===== src/rtl/pipe_ctrl_pkg.sv =====
// Shared constants for the pipeline sequencing controller: exception codes,
// per-stage stall vectors and FSM state encodings.
package pipe_ctrl_pkg;

  // Exception code reported by MEM for an ERET instruction.
  localparam logic [31:0] EXC_ERET = 32'h0000_000e;

  // Stall vectors: bit0 PC, bit1 IF, bit2 ID, bit3 EX, bit4 MEM, bit5 WB.
  localparam logic [5:0] STALL_NONE = 6'b000000;
  localparam logic [5:0] STALL_ID   = 6'b000111;
  localparam logic [5:0] STALL_EX   = 6'b001111;
  localparam logic [5:0] STALL_MEM  = 6'b011111;
  localparam logic [5:0] STALL_ALL  = 6'b111111;

  typedef logic [1:0] ctrl_state_t;

  localparam ctrl_state_t ST_RUN      = 2'd0;
  localparam ctrl_state_t ST_MC_BUSY  = 2'd1;
  localparam ctrl_state_t ST_EXC_HOLD = 2'd2;
  localparam ctrl_state_t ST_FLUSH    = 2'd3;

endpackage


===== src/rtl/pipe_ctrl_if.sv =====
// Handshake bundle between the pipeline stages and the sequencing controller.
// master = pipeline side (raises requests), slave = pipe_ctrl.
interface pipe_ctrl_if #(
  parameter int MC_W = 6
);
  logic            stallreq_id;
  logic            stallreq_mem;
  logic            ex_mc_start;
  logic [MC_W-1:0] ex_mc_len;
  logic [31:0]     excepttype;
  logic [31:0]     cp0_epc;
  logic [5:0]      stall;
  logic            flush;
  logic [31:0]     new_pc;
  logic            ex_mc_done;
  logic            busy;

  modport master (
    output stallreq_id, stallreq_mem, ex_mc_start, ex_mc_len, excepttype, cp0_epc,
    input  stall, flush, new_pc, ex_mc_done, busy
  );

  modport slave (
    input  stallreq_id, stallreq_mem, ex_mc_start, ex_mc_len, excepttype, cp0_epc,
    output stall, flush, new_pc, ex_mc_done, busy
  );
endinterface


===== src/rtl/pipe_ctrl_mc_counter.sv =====
// Multi-cycle EX down-counter: loads the remaining cycle count on a start,
// decrements while enabled and emits a registered one-cycle done pulse.
// A length of 0 is treated as 1 (done on the next cycle, nothing loaded).
module pipe_ctrl_mc_counter #(
  parameter int MC_W = 6
) (
  input  logic            clk,
  input  logic            rst,
  input  logic            load,
  input  logic [MC_W-1:0] len,
  input  logic            en,
  input  logic            abort,
  output logic [MC_W-1:0] cnt,
  output logic            done
);
  localparam logic [MC_W-1:0] ONE = MC_W'(1);

  logic [MC_W-1:0] eff_len;

  assign eff_len = (len == '0) ? ONE : len;

  // Abort beats load beats decrement; done fires the cycle after the last count.
  always_ff @(posedge clk or posedge rst) begin
    if (rst) begin
      cnt  <= '0;
      done <= 1'b0;
    end else if (abort) begin
      cnt  <= '0;
      done <= 1'b0;
    end else if (load) begin
      cnt  <= eff_len - ONE;
      done <= (eff_len == ONE);
    end else if ((cnt != '0) && en) begin
      cnt  <= cnt - ONE;
      done <= (cnt == ONE);
    end else begin
      done <= 1'b0;
    end
  end
endmodule


===== src/rtl/pipe_ctrl.sv =====
// Central pipeline sequencing controller for the 5-stage core: merges stall
// requests into a per-stage stall vector, sequences multi-cycle EX ops and
// turns a MEM exception/ERET into a one-cycle freeze followed by a flush.
module pipe_ctrl
  import pipe_ctrl_pkg::*;
#(
  parameter logic [31:0] EXC_VECTOR = 32'h0000_0020,
  parameter int          MC_W       = 6
) (
  input logic       clk,
  input logic       rst,
  pipe_ctrl_if.slave bus
);
  localparam logic [MC_W-1:0] ONE = MC_W'(1);

  ctrl_state_t     state;
  logic [MC_W-1:0] mc_cnt;
  logic            exc_hit;
  logic            mc_load;
  logic            mc_last;
  logic            mc_done;
  logic            flush_q;
  logic [31:0]     new_pc_q;

  // An exception only counts while the pipeline is live; in HOLD/FLUSH it is stale.
  assign exc_hit = (bus.excepttype != 32'h0) &&
                   ((state == ST_RUN) || (state == ST_MC_BUSY));
  assign mc_load = (state == ST_RUN) && bus.ex_mc_start && !exc_hit;
  assign mc_last = !bus.stallreq_mem && (mc_cnt == ONE);

  pipe_ctrl_mc_counter #(.MC_W(MC_W)) u_mc_counter (
    .clk   (clk),
    .rst   (rst),
    .load  (mc_load),
    .len   (bus.ex_mc_len),
    .en    (!bus.stallreq_mem),
    .abort (exc_hit),
    .cnt   (mc_cnt),
    .done  (mc_done)
  );

  // Sequencing FSM: RUN <-> MC_BUSY, and RUN/MC_BUSY -> EXC_HOLD -> FLUSH -> RUN.
  always_ff @(posedge clk or posedge rst) begin
    if (rst) begin
      state <= ST_RUN;
    end else begin
      case (state)
        ST_RUN: begin
          if (exc_hit)                        state <= ST_EXC_HOLD;
          else if (mc_load && (bus.ex_mc_len > ONE)) state <= ST_MC_BUSY;
        end
        ST_MC_BUSY: begin
          if (exc_hit)      state <= ST_EXC_HOLD;
          else if (mc_last) state <= ST_RUN;
        end
        ST_EXC_HOLD: state <= ST_FLUSH;
        default:     state <= ST_RUN;
      endcase
    end
  end

  // Flush is presented for exactly the FLUSH cycle.
  always_ff @(posedge clk or posedge rst) begin
    if (rst) flush_q <= 1'b0;
    else     flush_q <= (state == ST_EXC_HOLD);
  end

  // Redirect target is captured when the exception is accepted and held until the flush.
  always_ff @(posedge clk or posedge rst) begin
    if (rst)          new_pc_q <= 32'h0;
    else if (exc_hit) new_pc_q <= (bus.excepttype == EXC_ERET) ? bus.cp0_epc : EXC_VECTOR;
  end

  // Stall priority: exception freeze, flush release, MEM, EX busy, ID hazard.
  always_comb begin
    bus.stall = STALL_NONE;
    if (exc_hit || (state == ST_EXC_HOLD))               bus.stall = STALL_ALL;
    else if (state == ST_FLUSH)                          bus.stall = STALL_NONE;
    else if (bus.stallreq_mem)                           bus.stall = STALL_MEM;
    else if ((state == ST_MC_BUSY) ||
             ((state == ST_RUN) && bus.ex_mc_start))     bus.stall = STALL_EX;
    else if (bus.stallreq_id)                            bus.stall = STALL_ID;
  end

  assign bus.flush      = flush_q;
  assign bus.new_pc     = new_pc_q;
  assign bus.ex_mc_done = mc_done;
  assign bus.busy       = (state != ST_RUN);
endmodule


===== src/flat_wrapper.sv =====
// flat-port wrapper written by rule: the top's interface ports become plain ports
module pipe_ctrl_flat import pipe_ctrl_pkg::*;
#(
  parameter logic [31:0] EXC_VECTOR = 32'h0000_0020,
  parameter int          MC_W       = 6
)
  (clk, rst, bus_stallreq_id, bus_stallreq_mem, bus_ex_mc_start, bus_ex_mc_len, bus_excepttype, bus_cp0_epc, bus_stall, bus_flush, bus_new_pc, bus_ex_mc_done, bus_busy);
  pipe_ctrl_if #(.MC_W(MC_W)) bus_i ();
  input logic clk;
  input logic rst;
  input wire logic [$bits(bus_i.stallreq_id)-1:0] bus_stallreq_id;
  input wire logic [$bits(bus_i.stallreq_mem)-1:0] bus_stallreq_mem;
  input wire logic [$bits(bus_i.ex_mc_start)-1:0] bus_ex_mc_start;
  input wire logic [$bits(bus_i.ex_mc_len)-1:0] bus_ex_mc_len;
  input wire logic [$bits(bus_i.excepttype)-1:0] bus_excepttype;
  input wire logic [$bits(bus_i.cp0_epc)-1:0] bus_cp0_epc;
  output wire logic [$bits(bus_i.stall)-1:0] bus_stall;
  output wire logic [$bits(bus_i.flush)-1:0] bus_flush;
  output wire logic [$bits(bus_i.new_pc)-1:0] bus_new_pc;
  output wire logic [$bits(bus_i.ex_mc_done)-1:0] bus_ex_mc_done;
  output wire logic [$bits(bus_i.busy)-1:0] bus_busy;
  assign bus_i.stallreq_id = bus_stallreq_id;
  assign bus_i.stallreq_mem = bus_stallreq_mem;
  assign bus_i.ex_mc_start = bus_ex_mc_start;
  assign bus_i.ex_mc_len = bus_ex_mc_len;
  assign bus_i.excepttype = bus_excepttype;
  assign bus_i.cp0_epc = bus_cp0_epc;
  assign bus_stall = bus_i.stall;
  assign bus_flush = bus_i.flush;
  assign bus_new_pc = bus_i.new_pc;
  assign bus_ex_mc_done = bus_i.ex_mc_done;
  assign bus_busy = bus_i.busy;
  pipe_ctrl #(.EXC_VECTOR(EXC_VECTOR), .MC_W(MC_W)) u_core (.clk(clk), .rst(rst), .bus(bus_i));
endmodule

===== config.mk =====
export PLATFORM = sky130hd
export DESIGN_NAME = pipe_ctrl_flat
export DESIGN_NICKNAME = d
export VERILOG_FILES = /design/src/rtl/pipe_ctrl_pkg.sv /design/src/rtl/pipe_ctrl_if.sv /design/src/rtl/pipe_ctrl_mc_counter.sv /design/src/rtl/pipe_ctrl.sv /design/src/flat_wrapper.sv
export SDC_FILE = /design/constraint.sdc
export NUM_CORES = 1
export LEC_CHECK = 0
export CAP_MARGIN = 15
export CELL_PAD_IN_SITES_DETAIL_PLACEMENT = 2
export CELL_PAD_IN_SITES_GLOBAL_PLACEMENT = 2
export CORE_MARGIN = 2
export CORE_UTILIZATION = 26
export CTS_BUF_LIST = sky130_fd_sc_hd__clkbuf_8
export CTS_CLUSTER_SIZE = 8
export DETAILED_ROUTE_END_ITERATION = 12
export PLACE_DENSITY_LB_ADDON = 0.08
export SYNTH_ARGS = -nofsm -noshare
export SYNTH_HDL_FRONTEND = slang
export SYNTH_HIERARCHICAL = 1
export SYNTH_SLANG_ARGS = --single-unit

===== constraint.sdc =====
create_clock -name clk -period 5.4 [get_ports clk]
set_input_delay 0.54 -clock clk [delete_from_list [all_inputs] [get_ports clk]]
set_output_delay 0.54 -clock clk [all_outputs]
set_load 0.03 [all_outputs]

Word level (Yosys, flattened, before mapping)
Index checks and enable logic that the tools add are counted.

storage, ports and cells
  bits in registers = 42
  bits of input ports = 75
  output and inout bits = 41
  logic and storage cells = 52

cells by class
  add/sub/neg operators = 2
  magnitude comparators = 1
  equal/unequal tests = 8
  muxes and demuxes = 18
  reduce and logical (&&, ||, !) cells = 18

operators by type and width
  kind                 number
  $mux 6               8
  $eq 32x4->1 const B  1
  $mux 32              1
  $reduce_bool 32->1   1
  $eq 6x1->1 const B   2
  $sub 6x1->6 const B  2
  $mux 2               4
  $gt 6x1->1 const B   1
  $logic_and 1x1->1    6
  $logic_not 6->1      1
  $pmux 2 s3           1
  $reduce_bool 6->1    1
  $eq 2x2->1 const B   2
  $logic_or 1x1->1     3
  $mux 1               3
  $mux 3               1
  $ne 3x1->1 const B   1
  $ne 3x2->1 const B   1
  $reduce_bool 3->1    1
  $eq 2x1->1 const B   1
  $logic_not 1->1      2
  $logic_not 2->1      1
  $reduce_and 2->1     1
  $reduce_bool 2->1    1

Logic depth before layout (Yosys ltp)
Gate-level depths: netlist (run 1).

  word-level depth = 9
  depth in mapped cells = 8
  gate-level depth less buffers = 7

Hierarchy
Netlist (run 1), hierarchy kept.

by module, submodules not included
  module                times used  cells an instance  area each (sq um)  sequential area each (sq um)
  pipe_ctrl             1           117                1,595.3            875.8
  pipe_ctrl_mc_counter  1           65                 601.8              175.2

Worst setup path before layout (run 1)
OpenSTA, ideal clock, no wires.

  path type = input to output
  from = in bus_excepttype[21]
  to = out bus_stall[1]
  arrival time = 2.041 ns
  data required time = 4.860 ns
  slack = 2.819 ns
  stages = 5
  path buffers = 1
  cell sequence = nor4_2 nand4_4 nor4_2 a31oi_1 buf_4

between the ends
  cells in the longest elaborated chain, start to end = 4

RTL lines
  item                line                source
  start: declaration  flat_wrapper.sv:15  input wire logic [$bits(bus_i.excepttype)-1:0] bus_excepttype;
  $reduce_bool 32->1  pipe_ctrl.sv:26     assign exc_hit = (bus.excepttype != 32'h0) &&
  $logic_and 1x1->1   pipe_ctrl.sv:26
  $logic_or 1x1->1    pipe_ctrl.sv:77     if (exc_hit || (state == ST_EXC_HOLD)) bus.stall = STALL_ALL;
  $mux 6              pipe_ctrl.sv:77
  end: declaration    flat_wrapper.sv:17  output wire logic [$bits(bus_i.stall)-1:0] bus_stall;

Every way passes these cells.

Worst setup path after layout (run 1)
  from = in bus_excepttype[7]
  to = out bus_stall[5]

Same word-level chain as after synthesis.

==> results of run 1 <==
[synth_stat cells, drive strengths merged (2+ instances only)]
| cell | instances |
|---|---|
| dfrtp | 42 |
| a22o | 31 |
| inv | 12 |
| nor2 | 9 |
| nor4 | 9 |
| a21oi | 7 |
| buf | 7 |
| nor3 | 6 |
| a211oi | 5 |
| ha | 5 |
| or3 | 4 |
| mux2i | 3 |
| nand2 | 3 |
| nand4 | 3 |
| o21a | 3 |
| o21ai | 3 |
| o31ai | 3 |
| or4 | 3 |
| a21o | 2 |
| and2 | 2 |
| clkbuf | 2 |
| nor2b | 2 |
| or2 | 2 |
| xnor2 | 2 |
[critical path: stages]
cell and delay [ns]:
sky130_fd_sc_hd__clkdlybuf4s50_1 0.44, sky130_fd_sc_hd__nor4_4 0.33, sky130_fd_sc_hd__nand4_4 0.22, sky130_fd_sc_hd__o31ai_4 0.27, sky130_fd_sc_hd__buf_4 0.39, sky130_fd_sc_hd__o21ai_1 0.14, sky130_fd_sc_hd__clkdlybuf4s50_1 0.62
[state kept, by name (all words and copies together) (netlist names)]
| register | count |
|---|---|
| u_core/bus.flush | 1 |
| u_core/bus.new_pc | 32 |
| u_core/state | 2 |
| u_core/u_mc_counter/cnt | 6 |
| u_core/u_mc_counter/done | 1 |
[power breakdown]
group | internal (mW) | switching (mW)
combinational | 0.0544 | 0.0292
sequential | 0.314 | 0.0000000000885
clock | 0.103 | 0.114
[area by class of cell]
class                           instances  share of cell area (%)
Clock buffer                            6                    2.33
Clock inverter                          2                   0.354
Inverter                               12                    1.27
Multi-Input combinational cell        119                    29.4
Sequential cell                        42                    29.7
Tap cell                              105                    3.71
Timing Repair Buffer                  118                    33.2
[through the flow]
stage | util [%] | setup slack (ns) | instances
final | 43.0 | 1.90 | 404
after global routing | 43.0 | 1.74 | 404
after CTS | 43.0 | 1.84 | 404
after detailed placement | 41.9 | 1.85 | 396
after global placement | 41.9 | 1.91 | 396
after floorplan | - | 2.82 | 182
[worst paths after layout]
kind                                              endpoint  depth (start not counted)
worst max-delay path                          bus_stall[5]                          7
worst min-delay path                 u_core/bus.new_pc[25]                          1
worst max register to register  u_core/u_mc_counter/cnt[4]                          5
worst min register to register       u_core/bus.new_pc[25]                          1
max in group asynchronous                  u_core/state[1]                          3
min in group asynchronous       u_core/u_mc_counter/cnt[4]                          2
[metal layers]
metal | vias to the layer above | wire length, um | part of all wire (%) | track usage (%)
met4 | 0 | 38 | 0.56 | 3.21
met2 | 64 | 3280 | 49 | 25.9
met5 | - | 0 | 0 | 0
met1 | 968 | 3060 | 45 | 19.8
met3 | 2 | 372 | 5.5 | 3.92
li1 | 919 | - | - | -
[kinds of logic after synthesis]
kind of cell / count (synthesis)
flip-flops: 42
AND/OR/NAND/NOR: 47
buffers and inverters: 21
adder cells (fa/ha/maj): 5
XOR/XNOR: 3
multiplexers: 3
AO/OA/AOI/OAI: 61
==> results.py, run 1 <==
metrics = {
    "power": {
        "final_power_mw": 0.614,
        "power_per_cell_area_nw_per_um2": 174,
        "worst_ir_drop_vdd_mv": 0.0858,
        "leakage_power_nw": 1.47,
    },
    "synth": {
        "syn-cell-area_sq_um": 2200,
        "synth_largest_area_cell": "sky130_fd_sc_hd__dfrtp_1",
        "synth_top_cell_area_share_pct": 47.8,
        "postSynthRegisterBits": 42,
        "synth.avg_cell_area_sq_um": 12.1,
        "syn_nets": 262,
        "ys_dominant_reg_cell": "sky130_fd_sc_hd__dfrtp_1",
        "synth-simple-area-share_pct": 17.9,
        "synthDistinctLibCells": 47,
        "yosys_warnings": 6,
        "yosys-top-cells-area": "sky130_fd_sc_hd__dfrtp_1 48%, sky130_fd_sc_hd__a22o_1 12%, sky130_fd_sc_hd__nor4_4 4.8%",
        "async_reset_ff_share_pct": 100,
        "synth_edf_count": 0,
        "yosys.area_share.adder_pct": 2.85,
        "synth_compound_gate_area_share_pct": 23.8,
        "netlist_instances": 182,
        "synth-xor-area-share_pct": 1.20,
        "synth_seq_area_share_pct": 47.8,
        "synth_top_family_by_area": "compound AO/OA/AOI/OAI gates",
        "synth_mux_area_share_pct": 1.37,
    },
    "worst_setup_path": {
        "worstSetupStartpoint": "bus_excepttype[7]",
        "timing.critical_path.required_ns": 4.86,
        "start_kind": "primary input",
        "worst_ep_arrival_time_ns": 2.96,
        "crit-reg2reg-launch": "u_core/state[1]",
        "timing.critical_path.to_type": "primary output",
        "reg2reg_slack_ns": 3.41,
        "crit_path_max_fo": 35,
        "criticalPathCategory": "primary input to primary output",
    },
    "layout": {
        "most_frequent_cells_in_the_layout": "115 x sky130_fd_sc_hd__clkdlybuf4s50_1, 42 x sky130_fd_sc_hd__dfrtp_1, 31 x sky130_fd_sc_hd__a22o_1",
        "mostFrequentLayoutCell": "sky130_fd_sc_hd__clkdlybuf4s50_1",
        "ff_latch_area_sq_um": 1050,
        "antenna_cells": 0,
        "syn_to_final_growth_pct": 61.0,
        "finish.net_count": 378,
        "layout.cell_area.non_filler_sq_um": 3540,
        "multi_input_comb_area_sq_um": 1040,
        "drive_gt1_share_pct": 9.70,
        "filler_cell_count": 881,
    },
    "timing": {
        "number_of_pins_with_negative_max_slew_slack_in_the_final_report": 0,
        "finalClockSkew_ns": 0.00819,
        "slew_headroom_pct": 68.3,
        "setup_viol": 0,
        "max_freq_ghz": 0.285,
        "grt_setup_unrepaired": "no",
        "tns_ns": 0,
        "final-hold-violation-count": 0,
        "fin_crit_sh_pct": 64.9,
        "slew_at_the_pin_closest_to_its_max_slew_limit_ns": 0.475,
        "min_tclk_post_route_ns": 3.50,
        "finalHoldWorstSlack_ns": 0.513,
    },
    "cts": {
        "cts-root-to-sink-buffers": 2,
        "cts_num_sinks": 42,
        "htree_levels": 2,
        "post-cts-setup-buffer-count": 0,
        "clock-root-buffer": "sky130_fd_sc_hd__clkbuf_8",
        "post_cts_resized": 0,
        "worstSkewPairLatency_ns": 0.29,
        "cts_made_buffers": 5,
        "hold_buffers": 0,
        "worst_setup_hold_path_clk_slew_ns": 0.09,
        "tritoncts_clock_tree": "built",
    },
    "detailed_routing": {
        "routedWlPerCell_um": 16.7,
        "route.detailed.vias_per_inst": 4.83,
        "route.final.wire_length_mm": 6.75,
        "drt-initial-drc-count": 53,
        "drt.antenna.violating_nets": 0,
        "route.detailed.drc": 0,
        "drt_pre_antenna_iters": 2,
        "vias": 1953,
    },
    "hold_path": {
        "min_from": "u_core/bus.new_pc[25]",
        "hold_path_class": "flip-flop to flip-flop",
    },
    "global_routing": {
        "vias_in_the_first_global_route": 2109,
        "grt_start_max_net_pins": 36,
        "grt_first_pass_wirelength_mm": 10.8,
        "grt_use_total_pct": 15.3,
        "grt_overflow_total": 0,
        "antenna_found_initial": 0,
    },
    "placed_design": {
        "place_congestion": 0.681,
        "hpwl_mm": 5.24,
        "port_buffers": 115,
        "detailed_place.area_sq_um": 3440,
    },
    "die": {
        "placeableCoreArea_sq_um": 8220,
        "die_span_in_y_um": 95.9,
        "floorplan.initialDensity_pct": 26.7,
        "placementRows": 33,
        "ios": 116,
        "die_area_sq_um": 9200,
        "die_width_um": 95.9,
    },
    "job": {
        "number_of_max_cap_violations": 0,
    },
    "outcome": {
        "outcome": "finished clean",
    },
}
Power figures use the tool's default switching activity.
==> inputs of run 2 (changes only) <==
--- a/config.mk
+++ b/config.mk
@@ -9,7 +9,7 @@
 export CELL_PAD_IN_SITES_DETAIL_PLACEMENT = 2
 export CELL_PAD_IN_SITES_GLOBAL_PLACEMENT = 2
 export CORE_MARGIN = 2
-export CORE_UTILIZATION = 26
+export CORE_UTILIZATION = 24
 export CTS_BUF_LIST = sky130_fd_sc_hd__clkbuf_8
 export CTS_CLUSTER_SIZE = 8
 export DETAILED_ROUTE_END_ITERATION = 12
==> constraint.sdc (replaced) <==
create_clock -name clk -period 3.52 [get_ports clk]
set_input_delay 0.352 -clock clk [delete_from_list [all_inputs] [get_ports clk]]
set_output_delay 0.352 -clock clk [all_outputs]
set_load 0.03 [all_outputs]
==> run 2 against run 1 <==
Final cell count rose by 0.50%. Setup slack got worse by 1.4 ns. Count of clock-buffer cells in the layout fell by 1. Largest cell class unchanged. Highest routed layer unchanged.
==> results.py, run 2 (synthesis results as in run 1) <==
metrics = {
    "worst_setup_path": {
        "worstSetupStartpoint": "bus_excepttype[10]",
        "critPathSlowestCell": "sky130_fd_sc_hd__clkdlybuf4s50_1",
        "timing.critical_path.to_type": "primary output",
        "criticalPathCategory": "primary input to primary output",
        "crit-reg2reg-launch": "u_core/state[1]",
        "timing.critical_path.required_ns": 3.17,
        "critical-path-max-stage-delay_ns": 0.63,
        "worst_ep_arrival_time_ns": 2.63,
        "start_kind": "primary input",
        "path_cells": "clkdlybuf4s50_1 > nor4_4 > nand4_4 > nor4_2 > a31oi_1 > clkdlybuf4s50_1",
        "crit_path_max_fo": 6,
        "worst_path_most_repeated_cell": "sky130_fd_sc_hd__clkdlybuf4s50_1",
    },
    "global_routing": {
        "vias_in_the_first_global_route": 2206,
        "antenna_found_initial": 0,
        "grt_start_max_net_pins": 36,
        "grt_first_pass_wirelength_mm": 11.4,
        "grt_use_total_pct": 14.4,
        "grt_overflow_total": 0,
    },
    "die": {
        "die_area_sq_um": 9940,
        "floorplan.initialDensity_pct": 25.0,
        "placementRows": 34,
        "die_span_in_y_um": 99.7,
        "die_width_um": 99.7,
        "ios": 116,
        "placeableCoreArea_sq_um": 8810,
    },
    "layout": {
        "syn_to_final_growth_pct": 60.4,
        "most_frequent_cells_in_the_layout": "115 x sky130_fd_sc_hd__clkdlybuf4s50_1, 42 x sky130_fd_sc_hd__dfrtp_1, 31 x sky130_fd_sc_hd__a22o_1",
        "antenna_cells": 0,
        "largest_register_ff_count": 32,
        "filler_cell_count": 938,
        "drive_gt1_share_pct": 9.40,
        "mostFrequentLayoutCell": "sky130_fd_sc_hd__clkdlybuf4s50_1",
        "finish.net_count": 378,
    },
    "cts": {
        "tritoncts_clock_tree": "built",
        "htree_levels": 2,
        "worstSkewPairLatency_ns": 0.29,
        "cts-root-to-sink-buffers": 2,
        "post_cts_resized": 0,
        "cts_made_buffers": 5,
        "hold_buffers": 0,
        "clock-root-buffer": "sky130_fd_sc_hd__clkbuf_8",
        "worst_setup_hold_path_clk_slew_ns": 0.08,
        "cts_num_sinks": 42,
        "post-cts-setup-buffer-count": 0,
    },
    "placed_design": {
        "place_congestion": 0.725,
        "port_buffers": 115,
        "hpwl_mm": 5.21,
        "placement_setup_slack_ns": 0.538,
    },
    "detailed_routing": {
        "vias": 1985,
        "drt-initial-drc-count": 35,
        "drt.antenna.violating_nets": 0,
        "routedWlPerCell_um": 16.8,
        "drt_pre_antenna_iters": 4,
        "route.final.wire_length_mm": 6.81,
        "route.detailed.drc": 0,
        "route.detailed.vias_per_inst": 4.89,
    },
    "timing": {
        "max_freq_ghz": 0.335,
        "tns_ns": 0,
        "fin_crit_sh_pct": 84.7,
        "final-hold-violation-count": 0,
        "setup_viol": 0,
        "min_tclk_post_route_ns": 2.98,
        "final_worst_setup_slack_ns": 0.538,
        "finalClockSkew_ns": 0.00479,
        "grt_setup_unrepaired": "no",
        "slew_headroom_pct": 69.1,
        "slew_at_the_pin_closest_to_its_max_slew_limit_ns": 0.464,
        "number_of_pins_with_negative_max_slew_slack_in_the_final_report": 0,
    },
    "power": {
        "final_power_mw": 0.910,
        "power_per_cell_area_nw_per_um2": 258,
        "worst_ir_drop_vdd_mv": 0.144,
        "leakage_power_nw": 1.46,
    },
    "outcome": {
        "outcome": "finished clean",
    },
    "job": {
        "number_of_max_cap_violations": 0,
    },
    "hold_path": {
        "hold_path_class": "primary input to async pin",
    },
}
run 2: changes by cell type in the layout (fill, tap and decap cells not counted):
cell,before,now
sky130_fd_sc_hd__clkbuf_8,6,5
sky130_fd_sc_hd__clkinv_2,1,2
sky130_fd_sc_hd__clkinvlp_4,1,0
run 2: worst paths after layout:
check                      slack (ns)                          to  depth (start not counted)
max in group asynchronous        2.69        u_core/bus.new_pc[1]                          3
min                              0.32  u_core/u_mc_counter/cnt[2]                          2
min in group clk                 0.51       u_core/bus.new_pc[17]                          1
max reg2reg                      1.55  u_core/u_mc_counter/cnt[4]                          5
min reg2reg                      0.51       u_core/bus.new_pc[17]                          1
max                              0.54                bus_stall[0]                          6
run 2: final cells by class:
type / count / area (sq um) / area share (%)
inverter: 12 / 45.0 / 1.28
tap: 108 / 135 / 3.83
multi-input combinational: 119 / 1040 / 29.5
timing repair buffer: 118 / 1170 / 33.3
clock inverter: 2 / 10.0 / 0.284
clock buffer: 5 / 68.8 / 1.95
sequential: 42 / 1050 / 29.8
run 2: stage by stage:
| step | util (%) | hold slack, ns | area, sq um | instances |
|---|---|---|---|---|
| floorplan | - | 0.155 | 2200 | 182 |
| global placement | 39.1 | 0.487 | 3450 | 399 |
| detailed placement | 39.1 | 0.492 | 3450 | 399 |
| CTS | 40.0 | 0.322 | 3520 | 406 |
| global route | 40.0 | 0.368 | 3520 | 406 |
| finish | 40.0 | 0.315 | 3520 | 406 |
run 2: critical path: cells and delay by family:
family / cells / cell delay (ns)
buffers and inverters: 2 / 1.07
AND/OR/NAND/NOR: 3 / 1.00
AO/OA/AOI/OAI: 1 / 0.20
run 2: metal layers:
| layer | GRT usage (%) | wire length, um |
|---|---|---|
| met1 | 19.1 | 3040 |
| met2 | 24.2 | 3300 |
| met3 | 2.46 | 376 |
| met4 | 3.79 | 82 |
| met5 | 0 | 0 |
run 2: power breakdown:
| part | internal [mW] | switching [mW] | leakage [nW] |
|---|---|---|---|
| sequential | 0.482 | 0.000000000138 | 0.583 |
| combinational | 0.0835 | 0.0450 | 0.836 |
| clock | 0.133 | 0.166 | 0.0438 |
